`src/rtl/board_input_pkg.sv`:
```
// Shared constants, FSM encoding and index helpers for the board_input button front end.
package board_input_pkg;

    localparam int unsigned NUM_BUTTONS = 9;
    localparam int unsigned SEL_W       = 4;
    localparam int unsigned CNT_W       = 20;

    // Cell index = 3*x + y for cell xy.
    localparam int unsigned CELL_00 = 0;
    localparam int unsigned CELL_01 = 1;
    localparam int unsigned CELL_02 = 2;
    localparam int unsigned CELL_10 = 3;
    localparam int unsigned CELL_11 = 4;
    localparam int unsigned CELL_12 = 5;
    localparam int unsigned CELL_20 = 6;
    localparam int unsigned CELL_21 = 7;
    localparam int unsigned CELL_22 = 8;

    typedef enum logic [1:0] {
        StIdle        = 2'b00,
        StPending     = 2'b01,
        StEmit        = 2'b10,
        StWaitRelease = 2'b11
    } state_e;

    // Lowest set bit wins; an all-zero vector maps to index 0.
    function automatic logic [SEL_W-1:0] lowest_index(input logic [NUM_BUTTONS-1:0] v);
        logic [SEL_W-1:0] idx;
        idx = '0;
        for (int i = NUM_BUTTONS - 1; i >= 0; i--) begin
            if (v[i]) begin
                idx = SEL_W'(i);
            end
        end
        return idx;
    endfunction

    // Out-of-range selects decode to all-zero rather than aliasing a cell.
    function automatic logic [NUM_BUTTONS-1:0] sel_onehot(input logic [SEL_W-1:0] sel);
        logic [NUM_BUTTONS-1:0] oh;
        oh = '0;
        for (int i = 0; i < NUM_BUTTONS; i++) begin
            if (sel == SEL_W'(i)) begin
                oh[i] = 1'b1;
            end
        end
        return oh;
    endfunction

endpackage

```
`src/rtl/board_input_debounce_ch.sv`:
```
// One button channel: 2-flop synchronizer, stable-count debouncer and rising-edge press event.
module debounce_ch
    import board_input_pkg::*;
#(
    parameter int unsigned DEBOUNCE_CYCLES = 250000
) (
    input  logic i_clk,
    input  logic i_rst,
    input  logic i_raw,
    output logic o_level,
    output logic o_press
);

    localparam logic [CNT_W-1:0] CntLast = CNT_W'(DEBOUNCE_CYCLES - 1);

    logic             r_sync1;
    logic             r_sync2;
    logic [CNT_W-1:0] r_cnt;
    logic             r_level;
    logic             r_press;
    logic             w_differs;
    logic             w_accept;

    assign w_differs = (r_sync2 != r_level);
    assign w_accept  = w_differs && (r_cnt == CntLast);

    always_ff @(posedge i_clk) begin
        if (i_rst) begin
            r_sync1 <= 1'b0;
            r_sync2 <= 1'b0;
        end else begin
            r_sync1 <= i_raw;
            r_sync2 <= r_sync1;
        end
    end

    // The count tracks how many consecutive synced samples disagreed with the level.
    always_ff @(posedge i_clk) begin
        if (i_rst) begin
            r_cnt   <= '0;
            r_level <= 1'b0;
            r_press <= 1'b0;
        end else begin
            r_press <= w_accept && !r_level;
            if (!w_differs || w_accept) begin
                r_cnt <= '0;
            end else begin
                r_cnt <= r_cnt + 20'd1;
            end
            if (w_accept) begin
                r_level <= ~r_level;
            end
        end
    end

    assign o_level = r_level;
    assign o_press = r_press;

endmodule

```
`src/rtl/board_input.sv`:
```
// Nine-button board input: debounce, pick one press, emit a single cell pulse.
// Optional macro BOARD_INPUT_BLANK_SYNC_EN holds the pulse until vertical blanking.
module board_input
    import board_input_pkg::*;
#(
    parameter int unsigned DEBOUNCE_CYCLES = 250000
) (
    input  logic                   CLK,
    input  logic                   RST,
    input  logic [NUM_BUTTONS-1:0] btn_raw,
    input  logic                   vnotactive,
    output logic                   board_but00,
    output logic                   board_but01,
    output logic                   board_but02,
    output logic                   board_but10,
    output logic                   board_but11,
    output logic                   board_but12,
    output logic                   board_but20,
    output logic                   board_but21,
    output logic                   board_but22,
    output logic                   busy
);

    logic [NUM_BUTTONS-1:0] w_level;
    logic [NUM_BUTTONS-1:0] w_press;

    for (genvar g = 0; g < NUM_BUTTONS; g++) begin : g_ch
        debounce_ch #(
            .DEBOUNCE_CYCLES (DEBOUNCE_CYCLES)
        ) u_ch (
            .i_clk   (CLK),
            .i_rst   (RST),
            .i_raw   (btn_raw[g]),
            .o_level (w_level[g]),
            .o_press (w_press[g])
        );
    end

    state_e                 r_state;
    state_e                 w_state_d;
    logic [SEL_W-1:0]       r_sel;
    logic [SEL_W-1:0]       w_sel_d;
    logic [NUM_BUTTONS-1:0] r_but;
    logic [NUM_BUTTONS-1:0] w_but_d;
    logic                   r_busy;
    logic                   w_busy_d;
    logic                   w_blank_ok;

`ifdef BOARD_INPUT_BLANK_SYNC_EN
    assign w_blank_ok = vnotactive;
`else
    logic w_unused_vnot;
    assign w_unused_vnot = vnotactive;
    assign w_blank_ok    = 1'b1;
`endif

    always_ff @(posedge CLK) begin
        if (RST) begin
            r_state <= StIdle;
            r_sel   <= '0;
        end else begin
            r_state <= w_state_d;
            r_sel   <= w_sel_d;
        end
    end

    // Presses outside StIdle are simply ignored; nothing is queued.
    always_comb begin
        w_state_d = r_state;
        w_sel_d   = r_sel;
        unique case (r_state)
            StIdle: begin
                if (|w_press) begin
                    w_sel_d   = lowest_index(w_press);
                    w_state_d = StPending;
                end
            end
            StPending: begin
                if (w_blank_ok) begin
                    w_state_d = StEmit;
                end
            end
            StEmit: begin
                w_state_d = StWaitRelease;
            end
            StWaitRelease: begin
                if (!(|w_level)) begin
                    w_state_d = StIdle;
                end
            end
            default: begin
                w_state_d = StIdle;
            end
        endcase
    end

    always_comb begin
        w_but_d  = '0;
        w_busy_d = (w_state_d != StIdle);
        if (r_state == StEmit) begin
            w_but_d = sel_onehot(r_sel);
        end
    end

    // Pulse lands the cycle after StEmit, so a reset during StEmit cancels it.
    always_ff @(posedge CLK) begin
        if (RST) begin
            r_but  <= '0;
            r_busy <= 1'b0;
        end else begin
            r_but  <= w_but_d;
            r_busy <= w_busy_d;
        end
    end

    assign board_but00 = r_but[CELL_00];
    assign board_but01 = r_but[CELL_01];
    assign board_but02 = r_but[CELL_02];
    assign board_but10 = r_but[CELL_10];
    assign board_but11 = r_but[CELL_11];
    assign board_but12 = r_but[CELL_12];
    assign board_but20 = r_but[CELL_20];
    assign board_but21 = r_but[CELL_21];
    assign board_but22 = r_but[CELL_22];
    assign busy        = r_busy;

endmodule
```
`config.mk`:
```
export PLATFORM = sky130hd
export DESIGN_NAME = board_input
export DESIGN_NICKNAME = d
export VERILOG_FILES = /design/src/rtl/board_input_pkg.sv /design/src/rtl/board_input_debounce_ch.sv /design/src/rtl/board_input.sv
export SDC_FILE = /design/constraint.sdc
export NUM_CORES = 1
export LEC_CHECK = 0
export BUFFER_PORTS_ARGS = -buffer_cell sky130_fd_sc_hd__buf_2
export CAP_MARGIN = 20
export CORE_ASPECT_RATIO = 0.5
export CORE_MARGIN = 2
export CORE_UTILIZATION = 54
export DETAILED_ROUTE_END_ITERATION = 16
export GPL_TIMING_DRIVEN = 0
export MAX_ROUTING_LAYER = met4
export PLACE_DENSITY = 0.7
export SLEW_MARGIN = 20
export SYNTH_ARGS = -nofsm -noshare
export SYNTH_HDL_FRONTEND = slang
export SYNTH_HIERARCHICAL = 1
export SYNTH_SLANG_ARGS = --single-unit
```
`constraint.sdc`:
```
create_clock -name CLK -period 1.95 [get_ports CLK]
set_input_delay 0.2925 -clock CLK [delete_from_list [all_inputs] [get_ports CLK]]
set_output_delay 0.2925 -clock CLK [all_outputs]
set_load 0.02 [all_outputs]
```
==> impl_metrics.env, run 1 <==
export IMPL_syn_instance_count=1137
export IMPL_fin_crit_ns=1.79
export IMPL_cts_buffers=21
export IMPL_relSlewSlack_pct=42.6
export IMPL_dr_wl_met2_mm=9.27
export IMPL_wl_met1_mm=10.0
export IMPL_cts_tree="built"
export IMPL_cts_sinks=232
export IMPL_yosys_area_top_type_share_pct=44.1
export IMPL_nets=1201
export IMPL_drt_iter0_drc=337
export IMPL_grt_ovfl_total=0
export IMPL_syn_to_final_growth_pct=11.5
export IMPL_final_setup_viol_count=0
export IMPL_track_usage_pct=20.5
export IMPL_post_place_cells=1423
export IMPL_grt_max_degree=48
export IMPL_avgViaCountPerCell=5.48
export IMPL_ys_flop_type="dfxtp_1"
export IMPL_fin_crit_sh_pct=91.8
export IMPL_cp_data_arrival_time_ns=2.17
export IMPL_dieArea_um2=20700
export IMPL_synth_most_common_cell="dfxtp_1"
export IMPL_rsz0062_at_grt="no"
export IMPL_insertion_delay_ns=0.50
export IMPL_antenna_found_initial=0
export IMPL_yosysUniqueCellTypes=46
export IMPL_place_hpwl_mm=14.2
export IMPL_outcome="complete, no violations"
export IMPL_yosysSeqAreaShare_pct=44.1
export IMPL_vdd_drop_max_mv=0.410
export IMPL_diodes=0
export IMPL_routed_wl_mm=20.2
export IMPL_root_buffer="clkbuf_16"
export IMPL_placementRows=36
export IMPL_drt_pass1_iterations=4
export IMPL_synth_edf_count=0
export IMPL_seq_area_um2=4640
export IMPL_clkTransAtPathRegs_ns=0.07
export IMPL_finalClockSkew_ns=0.0174
export IMPL_die_width_um=202
export IMPL_start_kind="flop"
export IMPL_cp_required_ns=2.33
export IMPL_io_buffers=20
export IMPL_yosysTopAreaCell="dfxtp_1"
export IMPL_route_top_layer_used="met4"
export IMPL_vias=8003
export IMPL_synth_commonest_cells="232 x dfxtp_1, 228 x nor2_1, 134 x xnor2_1"
export IMPL_async_flop_share_pct=0
export IMPL_cts_path_max_buffers=3
export IMPL_hold_violations=0
export IMPL_initial_core_util_pct=54.7
export IMPL_worstSetupPathType="flop to flop"
export IMPL_synth_area_um2=10500
export IMPL_routabilityCongestion=0.815
export IMPL_io_pins=22
export IMPL_synth_area_leaders="dfxtp_1 44%, xnor2_1 11%, nor2_1 8.1%"
export IMPL_postSynthAreaPerCell_um2=9.27
export IMPL_fin_util_pct=61.0
export IMPL_p_leak_nw=3.63
export IMPL_multi_input_area_um2=5770
export IMPL_path_max_fanout=5
export IMPL_drc_errors=0
export IMPL_grt_first_pass_wirelength_mm=34.9
export IMPL_final_antenna_net_count=0
export IMPL_die_h_um=103
export IMPL_wl_met3_um=559
export IMPL_cts_htree_levels=1
export IMPL_fmax_mhz=559
export IMPL_instances_no_fill=1460
export IMPL_tightest_slew_ns=0.861
export IMPL_hold_path_class="input pin to flop"
export IMPL_grt_pass1_vias=7536
export IMPL_maxSlewViolCount=0
export IMPL_maxCapViolations=0
export IMPL_fillCellCount=1696
export IMPL_yosysWarnings=6
export IMPL_p_per_area_nw_per_um2=766
export IMPL_layout_drive_gt1_share_pct=11.7
export IMPL_worst_setup_path_end_kind="flop"
export IMPL_drt_wirelength_per_cell_um=13.8
export IMPL_coreArea_um2=19300
export IMPL_syn_num_nets=1158
export IMPL_synth_seq_cells=232
[critical path, stage by stage (launching register included)]
cell and delay, ns:
dfxtp_1 0.39, ha_1 0.25, nand4_1 0.28, nor4_2 0.51
and3_1 0.22, nor3_1 0.04
[timing repair]
action / in CTS / in global routing
setup buffers: 0 / 0
endpoints found under the setup margin: 0 / 91
hold buffers: 0 / 0
gates resized for setup: 0 / 14
endpoints found under the hold margin: 0 / 0
[worst paths after layout]
path	from	to	slack, ns	cells past startpoint
max	g_ch[3].u_ch/r_cnt[0]$_SDFF_PP0_	g_ch[3].u_ch/r_cnt[18]$_SDFF_PP0_	0.16	5
min	btn_raw[2]	g_ch[2].u_ch/r_sync1$_SDFF_PP0_	0.02	2
max reg2reg	g_ch[3].u_ch/r_cnt[0]$_SDFF_PP0_	g_ch[3].u_ch/r_cnt[18]$_SDFF_PP0_	0.16	5
min reg2reg	g_ch[1].u_ch/r_sync1$_SDFF_PP0_	g_ch[1].u_ch/r_sync2$_SDFF_PP0_	0.43	1
[metrics by stage]
stage          total power [mW]  setup WS (ns)  hold slack [ns]  TNS [ns]  cell area, um^2
6_report                   9.01          0.160           0.0161         0            11800
3_5_place_dp               4.99        -0.0765            0.422    -0.209            11000
2_1_floorplan              4.94          0.366            0.362         0            10500
4_1_cts                    9.10         0.0254          0.00483         0            11700
5_1_grt                    9.33        0.00346           0.0201         0            11800
3_3_place_gp               4.98        -0.0342            0.417   -0.0394            11000
[cells by family (layout without fill, tap and decap cells)]
group / count (synthesis) / in the layout / share of synthesized area [%]
AO/OA/AOI/OAI: 64 / 64 / 4.24
adder cells (fa/ha/maj): 9 / 9 / 1.07
flip-flops: 232 / 232 / 44.1
multiplexers: 17 / 17 / 1.61
XOR/XNOR: 143 / 143 / 11.9
AND/OR/NAND/NOR: 623 / 623 / 35.1
buffers and inverters: 49 / 106 / 2.06
[flip-flops by register name, indices dropped and copies added (netlist names)]
signal             cells
r_but                  9
busy                   1
g_ch.u_ch/o_level      9
g_ch.u_ch/r_sync1      9
g_ch.u_ch/r_cnt      180
g_ch.u_ch/o_press      9
r_sel                  4
r_state                2
g_ch.u_ch/r_sync2      9
[routing by layer]
| metal | vias up | track usage [%] |
|---|---|---|
| met2 | 74 | 33.9 |
| met3 | 25 | 3.03 |
| li1 | 4127 | - |
| met1 | 3777 | 27.1 |
| met4 | 0 | 3.96 |
| met5 | - | - |
[final cells by class]
cell class                      count  area share (%)
Buffer                             10           0.607
Inverter                           39            1.25
Multi-Input combinational cell    856            49.1
Sequential cell                   232            39.5
Tap cell                          266            2.83
Clock inverter                      6           0.490
Timing Repair Buffer               20           0.852
Clock buffer                       31            5.39
[power by group]
group	total (mW)	internal, mW	switching, mW
Combinational	0.104	0.0390	0.0654
Sequential	4.77	4.76	0.0141
Clock	4.13	2.38	1.75
[layout by cell type, fill, tap and decap left out, types with 17 or more instances in the layout]
cell       synthesis  routed
and3_1            20      20
clkbuf_16          0      21
mux2i_1           17      17
inv_1             39      39
nand2_1           47      47
nand4_1           37      37
nor2_1           228     228
a21oi_1           25      25
buf_2              0      20
nor2b_1           19      19
nor3_1            48      48
nor4_1            46      44
and4_1            25      25
xnor2_1          134     134
dfxtp_1          232     232
nand3_1           55      55
Power figures use the tool's default switching activity.
==> run 2, diff against run 1 <==
- ABC_AREA: unset -> 1
==> run 2 against run 1 <==
  * Count of clock-buffer cells in the layout down 1
  * Die area up 6.2%
  * Clock power up 8.0%
  * Largest cell class unchanged
  * Largest power group unchanged
==> impl_metrics.env, run 2 <==
export IMPL_yosys_area_top_type_share_pct=41.4
export IMPL_yosysSeqAreaShare_pct=41.4
export IMPL_coreArea_um2=20500
export IMPL_hp_start="btn_raw[7]"
export IMPL_grt_pass1_vias=8653
export IMPL_grt_use_met2_pct=34.2
export IMPL_relSlewSlack_pct=48.6
export IMPL_postSynthAreaPerCell_um2=7.22
export IMPL_synth_most_common_cell="nor2_1"
export IMPL_cts_path_max_buffers=3
export IMPL_fmax_mhz=620
export IMPL_largest_reg_flops=180
export IMPL_r2r_end="g_ch[8].u_ch/r_cnt[3]$_SDFF_PP0_"
export IMPL_track_usage_pct=20.1
export IMPL_cts_htree_levels=1
export IMPL_worstHoldEndpoint="g_ch[7].u_ch/r_sync1$_SDFF_PP0_"
export IMPL_layout_drive_gt1_share_pct=12.1
export IMPL_combPwrFrac_pct=1.4
export IMPL_critPathBufInv=1
export IMPL_netSwitchingFraction_pct=19.9
export IMPL_cts_sinks=232
export IMPL_dieArea_um2=22000
export IMPL_fin_util_pct=61.0
export IMPL_outcome="complete, no violations"
export IMPL_synth_area_leaders="dfxtp_1 41%, nor2_1 14%, nand2_1 12%"
export IMPL_drt_iter0_drc=484
export IMPL_r2r_start="g_ch[8].u_ch/r_cnt[0]$_SDFF_PP0_"
export IMPL_layout_commonest_cell="nor2_1"
export IMPL_insertion_delay_ns=0.51
export IMPL_antenna_found_initial=0
export IMPL_slowest_delay_ns=0.35
export IMPL_hold_path_class="input pin to flop"
export IMPL_synth_edf_count=0
export IMPL_yosysWarnings=6
export IMPL_cts_setup_buffers=0
export IMPL_ff2ff_setup_slack_ns=0.34
export IMPL_reg2regPathDepth=7
export IMPL_path_max_fanout=10
export IMPL_vdd_drop_max_mv=0.809
export IMPL_start_kind="flop"
export IMPL_final_antenna_net_count=0
export IMPL_p_leak_nw=3.92
export IMPL_worst_setup_path_end_kind="flop"
export IMPL_syn_num_nets=1573
export IMPL_final_setup_tns_ns=0
export IMPL_maxCapViolations=0
export IMPL_vias=9251
export IMPL_nets=1625
export IMPL_synth_area_um2=11200
export IMPL_rsz0062_at_grt="no"
export IMPL_grt_use_met1_pct=25.3
export IMPL_yosysTopAreaCell="dfxtp_1"
export IMPL_tightest_slew_ns=0.771
export IMPL_ys_flop_type="dfxtp_1"
export IMPL_grt_busiest_layer="met2"
export IMPL_clkTransAtPathRegs_ns=0.06
export IMPL_synth_seq_cells=232
export IMPL_root_buffer="clkbuf_16"
export IMPL_worstSetupPathType="flop to flop"
export IMPL_fin_crit_ns=1.61
export IMPL_fillCellCount=1945
export IMPL_avgViaCountPerCell=4.89
export IMPL_drt_wirelength_per_cell_um=11.2
export IMPL_yosysUniqueCellTypes=30
export IMPL_cts_buffers=22
export IMPL_fin_ws_ns=0.338
export IMPL_io_pins=22
export IMPL_die_h_um=106
export IMPL_final_setup_viol_count=0
export IMPL_place_hpwl_mm=15.5
export IMPL_cp_data_arrival_time_ns=2.02
export IMPL_cp_top_family="simple AND/OR/NAND/NOR gates"
export IMPL_finalClockSkew_ns=0.0104
export IMPL_crit_slowest_cell="dfxtp_1"
export IMPL_diodes=0
export IMPL_placementRows=37
export IMPL_routabilityCongestion=0.898
export IMPL_total_power_mw=9.37
export IMPL_met3_usage_pct=3.90
export IMPL_pwr_share_clk_pct=47.6
export IMPL_cts_tree="built"
export IMPL_regMostFlops="g_ch.u_ch/r_cnt"
export IMPL_power_internal_mw=7.50
export IMPL_synth_commonest_cells="406 x nor2_1, 353 x nand2_1, 232 x dfxtp_1"
export IMPL_drc_errors=0
export IMPL_crit_chain="ha_1 > nand3_2 > nor2_1 > nand3_2 > nand2_4 > buf_8 > nor2_1"
export IMPL_die_width_um=208
export IMPL_layout_common_cells="406 x nor2_1, 353 x nand2_1, 232 x dfxtp_1, 118 x inv_1, 58 x a21oi_1"
export IMPL_p_per_area_nw_per_um2=751
export IMPL_hold_violations=0
export IMPL_drt_pass1_iterations=5
export IMPL_fin_crit_sh_pct=82.7
export IMPL_syn_instance_count=1552
export IMPL_grt_ovfl_total=0
export IMPL_io_buffers=20
export IMPL_grt_max_degree=42
export IMPL_pre_cts_ws_ns=0.269
export IMPL_cp_required_ns=2.36
export IMPL_seq_power_share_pct=51.0
export IMPL_p_sw_mw=1.86
export IMPL_syn_to_final_growth_pct=11.2
export IMPL_maxSlewViolCount=0
export IMPL_initial_core_util_pct=54.8
export IMPL_async_flop_share_pct=0
export IMPL_cts_resized=0
export IMPL_grt_first_pass_wirelength_mm=37.0
export IMPL_hold_depth=3
export IMPL_routed_wl_mm=21.1
-- run 2: worst max path at each step --
stage / from / to / slack [ns] / cells past startpoint
after floorplan: g_ch[8].u_ch/r_cnt[0]$_SDFF_PP0_ / g_ch[8].u_ch/r_cnt[11]$_SDFF_PP0_ / 0.58 / 7
after global placement: RST / g_ch[8].u_ch/r_cnt[11]$_SDFF_PP0_ / 0.29 / 6
after detailed placement: RST / g_ch[8].u_ch/r_cnt[5]$_SDFF_PP0_ / 0.27 / 6
after CTS: g_ch[8].u_ch/r_cnt[0]$_SDFF_PP0_ / g_ch[8].u_ch/r_cnt[3]$_SDFF_PP0_ / 0.33 / 7
after global routing: g_ch[8].u_ch/r_cnt[0]$_SDFF_PP0_ / g_ch[8].u_ch/r_cnt[5]$_SDFF_PP0_ / 0.18 / 7
final: g_ch[8].u_ch/r_cnt[0]$_SDFF_PP0_ / g_ch[8].u_ch/r_cnt[3]$_SDFF_PP0_ / 0.34 / 7
-- run 2: area by class of cell --
class | count | area [um^2] | area share [%]
multi-input cells | 1177 | 5900 | 47.3
clock buffers | 30 | 602 | 4.82
well taps | 273 | 342 | 2.74
repair buffers | 28 | 180 | 1.44
clock inverters | 7 | 138 | 1.10
flip-flops and latches | 232 | 4640 | 37.2
plain buffers | 17 | 195 | 1.56
inverters | 126 | 473 | 3.79
-- run 2: cell families after synthesis --
kind of cell,synth area share (%)
adder cells (fa/ha/maj),1.00
XOR/XNOR,7.58
AND/OR/NAND/NOR,38.8
buffers and inverters,5.96
flip-flops,41.4
AO/OA/AOI/OAI,5.22
-- run 2: metal layers --
layer  part of all wire [%]  vias up  wire (um)
met5                      0        -          0
met1                     48     4177      10200
li1                       -     4920          -
met2                     47      125       9850
met4                    1.6        0        329
met3                    3.8       29        795
-- run 2: per-stage QoR --
stage / cells / hold slack [ns] / instance area, um^2
3_5_place_dp: 1845 / 0.399 / 11700
5_1_grt: 1890 / 0.0379 / 12500
4_1_cts: 1890 / 0.0272 / 12500
3_3_place_gp: 1845 / 0.397 / 11700
6_report: 1890 / 0.0609 / 12500
2_1_floorplan: 1552 / 0.355 / 11200
-- run 2: worst register-to-register path, stage by stage, from the launching register on --
cell     delay, ns
dfxtp_1       0.35
ha_1          0.30
nand3_2       0.16
nor2_1        0.15
nand3_2       0.16
nand2_4       0.18
buf_8         0.16
nor2_1        0.05
-- run 2: what timing repair did --
action                                 4_1_cts  5_1_grt
hold buffers                                 8        0
setup endpoints to repair                    0        0
endpoints found under the hold margin        8        0
-- run 2: power by group through the flow --
stage,clock network (mW),registers [mW],logic [mW]
floorplan,0,4.88,0.0799
global placement,0,4.88,0.121
detailed placement,0,4.88,0.123
CTS,4.58,4.77,0.136
global route,4.76,4.77,0.152
finish,4.46,4.77,0.134
